### config.mk
export PLATFORM = sky130hd
export DESIGN_NAME = uart_tx_arbiter
export DESIGN_NICKNAME = d
export VERILOG_FILES = /design/src/rtl/uart_tx_arbiter_pkg.sv /design/src/rtl/uart_tx_arbiter_rr_pick.sv /design/src/rtl/uart_tx_arbiter.sv
export SDC_FILE = /design/constraint.sdc
export NUM_CORES = 1
export LEC_CHECK = 0
export CAP_MARGIN = 0
export CORE_MARGIN = 2
export CORE_UTILIZATION = 50
export DETAILED_ROUTE_END_ITERATION = 10
export DONT_BUFFER_PORTS = 1
export PLACE_DENSITY = 0.66
export REMOVE_ABC_BUFFERS = 1
export SLEW_MARGIN = 25
export SYNTH_ARGS = -nofsm -noshare
export SYNTH_HDL_FRONTEND = slang
export SYNTH_SLANG_ARGS = --single-unit
export TNS_END_PERCENT = 100
### constraint.sdc
create_clock -name clk -period 2.82 [get_ports clk]
set_input_delay 0.423 -clock clk [delete_from_list [all_inputs] [get_ports clk]]
set_output_delay 0.423 -clock clk [all_outputs]
set_load 0.01 [all_outputs]
### src/rtl/uart_tx_arbiter_pkg.sv
// Shared definitions for the UART transmit arbiter: FSM encoding, byte width,
// system clock rate and a modular-increment helper for the round-robin pointer.
package uart_tx_arbiter_pkg;

    localparam int UART_DATA_W = 8;
    localparam int CLK_FREQ_HZ = 100_000_000;

    typedef enum logic [2:0] {
        ST_IDLE      = 3'd0,
        ST_SEND      = 3'd1,
        ST_WAIT_BUSY = 3'd2,
        ST_WAIT_DONE = 3'd3,
        ST_HOLD      = 3'd4
    } arb_state_t;

    // Explicit compare so the pointer wraps correctly for non-power-of-2 counts.
    function automatic int wrap_inc(input int idx, input int n);
        return (idx == n - 1) ? 0 : idx + 1;
    endfunction

endpackage

### src/rtl/uart_tx_arbiter_rr_pick.sv
// Rotating-priority encoder: the first asserted request at or after rr_ptr
// (mod NUM_REQ) wins. Purely combinational.
module uart_tx_arbiter_rr_pick #(
    parameter int NUM_REQ = 4,
    parameter int PTR_W   = 2
) (
    input  logic [NUM_REQ-1:0] req,
    input  logic [PTR_W-1:0]   rr_ptr,
    output logic [NUM_REQ-1:0] onehot,
    output logic [PTR_W-1:0]   idx,
    output logic               any
);

    int              pos;
    logic [PTR_W-1:0] pos_idx;

    // Scan from the farthest offset down so the closest requester is written last.
    always_comb begin
        idx     = '0;
        any     = 1'b0;
        pos     = 0;
        pos_idx = '0;
        for (int k = NUM_REQ - 1; k >= 0; k--) begin
            pos = int'(rr_ptr) + k;
            if (pos >= NUM_REQ) begin
                pos = pos - NUM_REQ;
            end
            pos_idx = PTR_W'(pos);
            if (req[pos_idx]) begin
                idx = pos_idx;
                any = 1'b1;
            end
        end
    end

    generate
        for (genvar gi = 0; gi < NUM_REQ; gi++) begin : g_onehot
            assign onehot[gi] = any && (idx == PTR_W'(gi));
        end
    endgenerate

endmodule

### src/rtl/uart_tx_arbiter.sv
// Round-robin arbiter sharing one UART transmitter among NUM_REQ byte sources,
// with packet lock so a multi-byte message goes out contiguously.
module uart_tx_arbiter
    import uart_tx_arbiter_pkg::*;
#(
    parameter int NUM_REQ      = 4,
    parameter int DATA_W       = UART_DATA_W,
    parameter int HOLD_TIMEOUT = 1_000_000
) (
    input  logic                      clk,
    input  logic                      rst,
    input  logic [NUM_REQ-1:0]        req,
    input  logic [NUM_REQ*DATA_W-1:0] req_data,
    input  logic [NUM_REQ-1:0]        req_last,
    output logic [NUM_REQ-1:0]        ack,
    output logic [NUM_REQ-1:0]        grant,
    output logic                      busy,
    output logic                      tx_send,
    output logic [DATA_W-1:0]         tx_data,
    input  logic                      tx_ready
);

    localparam int PTR_W = $clog2(NUM_REQ);
    localparam int CNT_W = (HOLD_TIMEOUT > 1) ? $clog2(HOLD_TIMEOUT) : 1;
    localparam logic [CNT_W-1:0] HOLD_LAST = CNT_W'(HOLD_TIMEOUT - 1);

    arb_state_t          state_reg;
    logic [PTR_W-1:0]    rr_ptr_reg;
    logic [PTR_W-1:0]    win_idx_reg;
    logic                lock_reg;
    logic [CNT_W-1:0]    hold_cnt_reg;
    logic [NUM_REQ-1:0]  ack_reg;
    logic [NUM_REQ-1:0]  grant_reg;
    logic                tx_send_reg;
    logic [DATA_W-1:0]   tx_data_reg;

    logic [NUM_REQ-1:0]  pick_onehot;
    logic [PTR_W-1:0]    pick_idx;
    logic                pick_any;
    logic [PTR_W-1:0]    rr_ptr_next;
    logic [DATA_W-1:0]   data_arr [NUM_REQ];

    generate
        for (genvar gi = 0; gi < NUM_REQ; gi++) begin : g_data
            assign data_arr[gi] = req_data[gi*DATA_W +: DATA_W];
        end
    endgenerate

    uart_tx_arbiter_rr_pick #(
        .NUM_REQ (NUM_REQ),
        .PTR_W   (PTR_W)
    ) u_rr_pick (
        .req    (req),
        .rr_ptr (rr_ptr_reg),
        .onehot (pick_onehot),
        .idx    (pick_idx),
        .any    (pick_any)
    );

    assign rr_ptr_next = PTR_W'(wrap_inc(int'(win_idx_reg), NUM_REQ));

    always_ff @(posedge clk or posedge rst) begin
        if (rst) begin
            state_reg    <= ST_IDLE;
            rr_ptr_reg   <= '0;
            win_idx_reg  <= '0;
            lock_reg     <= 1'b0;
            hold_cnt_reg <= '0;
            ack_reg      <= '0;
            grant_reg    <= '0;
            tx_send_reg  <= 1'b0;
            tx_data_reg  <= '0;
        end else begin
            ack_reg     <= '0;
            tx_send_reg <= 1'b0;
            case (state_reg)
                ST_IDLE: begin
                    if (tx_ready && pick_any) begin
                        grant_reg   <= pick_onehot;
                        win_idx_reg <= pick_idx;
                        tx_data_reg <= data_arr[pick_idx];
                        lock_reg    <= ~req_last[pick_idx];
                        ack_reg     <= pick_onehot;
                        tx_send_reg <= 1'b1;
                        state_reg   <= ST_SEND;
                    end
                end
                ST_SEND: begin
                    state_reg <= ST_WAIT_BUSY;
                end
                ST_WAIT_BUSY: begin
                    if (!tx_ready) begin
                        state_reg <= ST_WAIT_DONE;
                    end
                end
                ST_WAIT_DONE: begin
                    if (tx_ready) begin
                        if (lock_reg) begin
                            hold_cnt_reg <= '0;
                            state_reg    <= ST_HOLD;
                        end else begin
                            grant_reg  <= '0;
                            rr_ptr_reg <= rr_ptr_next;
                            state_reg  <= ST_IDLE;
                        end
                    end
                end
                ST_HOLD: begin
                    // Only the lock owner may continue; everyone else waits.
                    if (req[win_idx_reg]) begin
                        tx_data_reg  <= data_arr[win_idx_reg];
                        lock_reg     <= ~req_last[win_idx_reg];
                        ack_reg      <= grant_reg;
                        tx_send_reg  <= 1'b1;
                        hold_cnt_reg <= '0;
                        state_reg    <= ST_SEND;
                    end else if (hold_cnt_reg == HOLD_LAST) begin
                        grant_reg  <= '0;
                        rr_ptr_reg <= rr_ptr_next;
                        state_reg  <= ST_IDLE;
                    end else begin
                        hold_cnt_reg <= hold_cnt_reg + 1'b1;
                    end
                end
                default: begin
                    state_reg <= ST_IDLE;
                end
            endcase
        end
    end

    assign ack     = ack_reg;
    assign grant   = grant_reg;
    assign busy    = (state_reg != ST_IDLE);
    assign tx_send = tx_send_reg;
    assign tx_data = tx_data_reg;

endmodule

# --- Word level (Yosys, flattened, before mapping) ---
# Index checks and enable logic that the tools add are counted.
word_totals:
  ff_bits: 45
  in_bits: 43
  output_inout_bits: 18
  wordCells: 138
op_classes:
  add_sub_neg: 9
  order_cmp: 12
  n_eq_ne: 19
  n_mux: 68
  bitwise_logic: 4
  n_reduce_logical: 17
op_table:
  columns: ["operator", "n"]
  rows:
  - ["$mux W20", 4]
  - ["$mux W8", 6]
  - ["$pmux W20 S2", 1]
  - ["$bmux W8 S2", 2]
  - ["$mux W4", 7]
  - ["$mux W2", 13]
  - ["$add A20 B1 Y20 const B", 1]
  - ["$eq A20 B20 Y1 const B", 1]
  - ["$lt A2 B3 Y1 const B", 6]
  - ["$mux W3", 6]
  - ["$ne A2 B2 Y1 const B", 8]
  - ["$pmux W8 S2", 1]
  - ["$ge A3 B3 Y1 const B", 5]
  - ["$mux W1", 15]
  - ["$pmux W3 S5", 1]
  - ["$bmux W1 S2", 7]
  - ["$pmux W4 S3", 1]
  - ["$pmux W4 S2", 1]
  - ["$reduce_and A4 Y1", 2]
  - ["$sub A2 B1 Y2 const B", 4]
  - ["$add A2 B2 Y3 const B", 2]
  - ["$eq A3 B2 Y1 const B", 2]
  - ["$ne A3 B3 Y1 const B", 2]
  - ["$not A2 Y3", 2]
  - ["19 further kinds", 29]

# --- Logic depth before layout (Yosys ltp) ---
depth:
  ltp_word: 15
  mapped_depth: 9
  depth_no_buf: 7

# --- Hierarchy ---
# Synthesis repeated with hierarchy kept, for this count alone.
hier_totals:
  hier_cells: 292
  hier_area_um2: 2966.6
modules_own_cells:
  columns: ["module", "n_inst", "cells_per_inst", "area_per_inst_um2", "seq_area_each_um2"]
  rows:
  - ["uart_tx_arbiter", 1, 259, 2755.1, 1126.1]
  - ["uart_tx_arbiter_rr_pick", 1, 33, 211.5, 0.0]

# --- Worst setup path before layout ---
# Ideal clock, no wire load.
synth_path:
  path_kind: "reg-to-reg"
  from: "register hold_cnt_reg[0]"
  to: "register hold_cnt_reg[15]"
  setup_time_ns: 0.078
  arrival_time_ns: 2.187
  required_ns: 2.742
  slack_ns: 0.556
  stages_incl_launch_ff: 10
  path_buffers: 2
  synth_period_minus_slack_ns: 2.264
  path_cell_list: "dfrtp_1 ha_1 and4_1 buf_6 and2_1 a21o_1 buf_6 or3_4 or3_1 a21oi_1"
synth_via:
  elab_chain_len: 4
  elab_cells_between_ends: 7
  cone_classes: "add/sub: 1; eq/ne: 2; mux: 3; reduce/logical: 1"
synth_lines:
  columns: ["item", "line", "source"]
  rows:
  - ["start, declared", "uart_tx_arbiter.sv:31", "logic [CNT_W-1:0] hold_cnt_reg;"]
  - ["start signal, assigned", "uart_tx_arbiter.sv:122", "hold_cnt_reg <= hold_cnt_reg + 1'b1;"]
  - ["$add A20 B1 Y20", "uart_tx_arbiter.sv:122", null]
  - ["$mux W20", "uart_tx_arbiter.sv:117", "end else if (hold_cnt_reg == HOLD_LAST) begin"]
  - ["$mux W20", "uart_tx_arbiter.sv:110", "if (req[win_idx_reg]) begin"]
  - ["$pmux W20 S2", "uart_tx_arbiter.sv:76", "case (state_reg)"]
# Several ways; a longest one is shown, not always the timed one. The select of a mux whose other input is x is not followed.
# A chain may end at the register's enable or synchronous reset.

# --- Final worst setup path ---
# Same ends and word-level chain as after synthesis.

==> reports/results.ini <==
[worst_setup_path]
worstPathArrival_ns=2.59
rrSetupSlack_ns=0.44
r2r-end=hold_cnt_reg[15]
critPathMaxStageDelay_ns=0.42
cp-start-kind=flip-flop
worst_r2r_path_depth=7
rr_startpoint=hold_cnt_reg[0]
worst-setup-path-type=reg2reg
crit_fanout=10
critical-path-slowest-cell=dfrtp_1
required_ns=3.03
crit_chain=ha_1 -> and4_1 -> and2_1 -> a21o_1 -> or3_4 -> or3_1 -> a21oi_1
worst_setup_path_end_kind=flip-flop

[run]
max_cap_viol_count=0

[clock_tree]
clock_latency_ns=0.29
clkSinkCount=45
cts-root-buf=clkbuf_8
cts_buffers=5
post-cts-setup-buffers=0
ctsResizeCount=0
hold_buffers=0
cts_tree=done
htreeDepth=2
clk_pin_slew_worst_paths_ns=0.09
clockBufferDepth=2

[synthesis]
syn_inst=291
synthTopCellsByArea=dfrtp_1, mux4_2, mux2i_1
ys_types=53
synthArstFlopShare_pct=100
ys_top_cells_by_count=dfrtp_1, nand2_1, nor2_1, o21ai_0, mux2i_1
yosysWarnings=0
synth-compound-area-share_pct=14.2
ys.flop_type=dfrtp_1
syn_area_per_cell_um2=9.72
yosys.area_share.simple_pct=20.2
synth_xor_area_share_pct=3.10
yosysMostFrequentCell=dfrtp_1
syn_area_um2=2830
ys_ff_latch=45
synth_top_family_by_area=simple AND/OR/NAND/NOR gates
yosys.area_share.adder_pct=0.885
yosysSeqAreaShare_pct=39.8
synth_mux_area_share_pct=18.6
netlist.area_leader.share_pct=39.8
synth-edff-count=0
yosys.area.top_type=dfrtp_1

[place]
gp_congestion=0.848
pre_cts_ws_ns=0.467
io_buffers=0
postPlaceCellArea_um2=2900
dpl.hpwl_um=4400

[run_status]
status=finished clean

[die]
die_w_um=79.2
die_area_um2=6280
num_rows=27
die-height_um=79.2
start_util_pct=51.7
core_area_um2=5470
ios=61

[route]
route.vias.total=2154
first_pass_iters=5
drc=0
drt_first_iter_violations=98
avgViaCountPerCell=5.92
ant_nets=0
drt-total-wl_um=5970
routedWlPerCell_um=16.4

[grt]
grt_max_degree=46
grt_pass1_vias=2144
grt_pass1_wl_um=10200
overflow=0
grt_usage_pct=20.7
antenna_found_initial=0

[finish]
multi_input_area_um2=1620
num-fill-cells=489
ff_latch_area_um2=1130
utilization_pct=55.4
largest_register_ffs=20
final_area_um2=3030
area_delta_synth_final_pct=7.17
antennaDiodeCount=0
finalNetCount=336
drive_above_1_share_pct=14.7

[power_and_ir_drop]
pwr-share-seq_pct=40.4
clockPowerShare_pct=23.7
internal_power_w=0.00156
ir_drop_v=0.000461
design_power_total_w=0.00242
p_per_area_nw_per_um2=799
p_sw_share_pct=35.7
combPwrFrac_pct=35.8
power.switching_w=0.000866
p_leak_nw=1.27

[timing]
fin_crit_ns=2.38
finalSetupTns_ns=0
fmax_mhz=420
finClkSkew_ns=0.00499
slew_headroom_pct=48.4
slew_violations=0
hold_violations=0
period_share_pct=84.4
tightest_slew_ns=0.773
rsz0062_at_grt=no
setup_violations=0
worst_slack_ns=0.439

[hold_path]
hold_path.class=in2async

==> metal layers <==
layer  wire length (um)  GRT usage, %  up-vias  share of wire, %
met2               2970          34.9       65                50
met4                 46          4.66        0              0.77
met5                  0             0        -                 0
li1                   -             -     1068                 -
met1               2560          27.2     1015                43
met3                405          4.77        6               6.8
==> cell type report <==
| cell class | instances | share of cell area [%] |
|---|---|---|
| Timing Repair Buffer | 6 | 1.49 |
| Clock inverter | 3 | 2.15 |
| Inverter | 5 | 0.660 |
| Sequential cell | 45 | 37.1 |
| Multi-Input combinational cell | 228 | 53.3 |
| Tap cell | 72 | 2.97 |
| Clock buffer | 5 | 2.27 |
==> power groups by stage <==
stage	Combinational [W]	Sequential, W	Clock, W
floorplan	0.000647	0.000989	0
global placement	0.000862	0.000991	0
detailed placement	0.000875	0.000993	0
CTS	0.000876	0.000981	0.000587
global route	0.000973	0.00100	0.000608
finish	0.000868	0.000980	0.000575
==> cells by family after synthesis <==
logic type,count (synthesis)
buffers and inverters,18
XOR/XNOR,10
adder cells (fa/ha/maj),2
AO/OA/AOI/OAI,66
AND/OR/NAND/NOR,111
multiplexers,39
flip-flops,45
==> worst max-delay path by stage <==
stage,startpoint,to,slack [ns],depth (start not counted)
finish,hold_cnt_reg[0],hold_cnt_reg[15],0.44,7
global route,hold_cnt_reg[0],hold_cnt_reg[15],0.31,7
CTS,hold_cnt_reg[0],hold_cnt_reg[15],0.46,7
detailed placement,hold_cnt_reg[0],hold_cnt_reg[15],0.47,7
global placement,hold_cnt_reg[0],hold_cnt_reg[13],0.54,7
floorplan,rr_ptr_reg[1],tx_data[0],0.30,6
==> placed cells by master, fill, tap and decap left out, drive strengths merged, types with 8 or more instances in the layout <==
cell type	n
nand3	8
nand2	33
mux2	9
mux4	10
mux2i	20
dfrtp	45
nor2	31
a21oi	20
o21ai	25
==> worst max-delay path: cells and delay by family (launching register included) <==
kind | cells | cell delay, ns
flops | 1 | 0.42
compound gates | 2 | 0.43
fa+ha+maj | 1 | 0.25
simple gates | 4 | 1.19
==> stage by stage <==
step / hold WS [ns] / cells
floorplan: 0.449 / 278
global placement: 0.493 / 356
detailed placement: 0.500 / 356
CTS: 0.244 / 364
global route: 0.178 / 364
finish: 0.109 / 364
No activity file was read; power rests on OpenSTA's default activity.
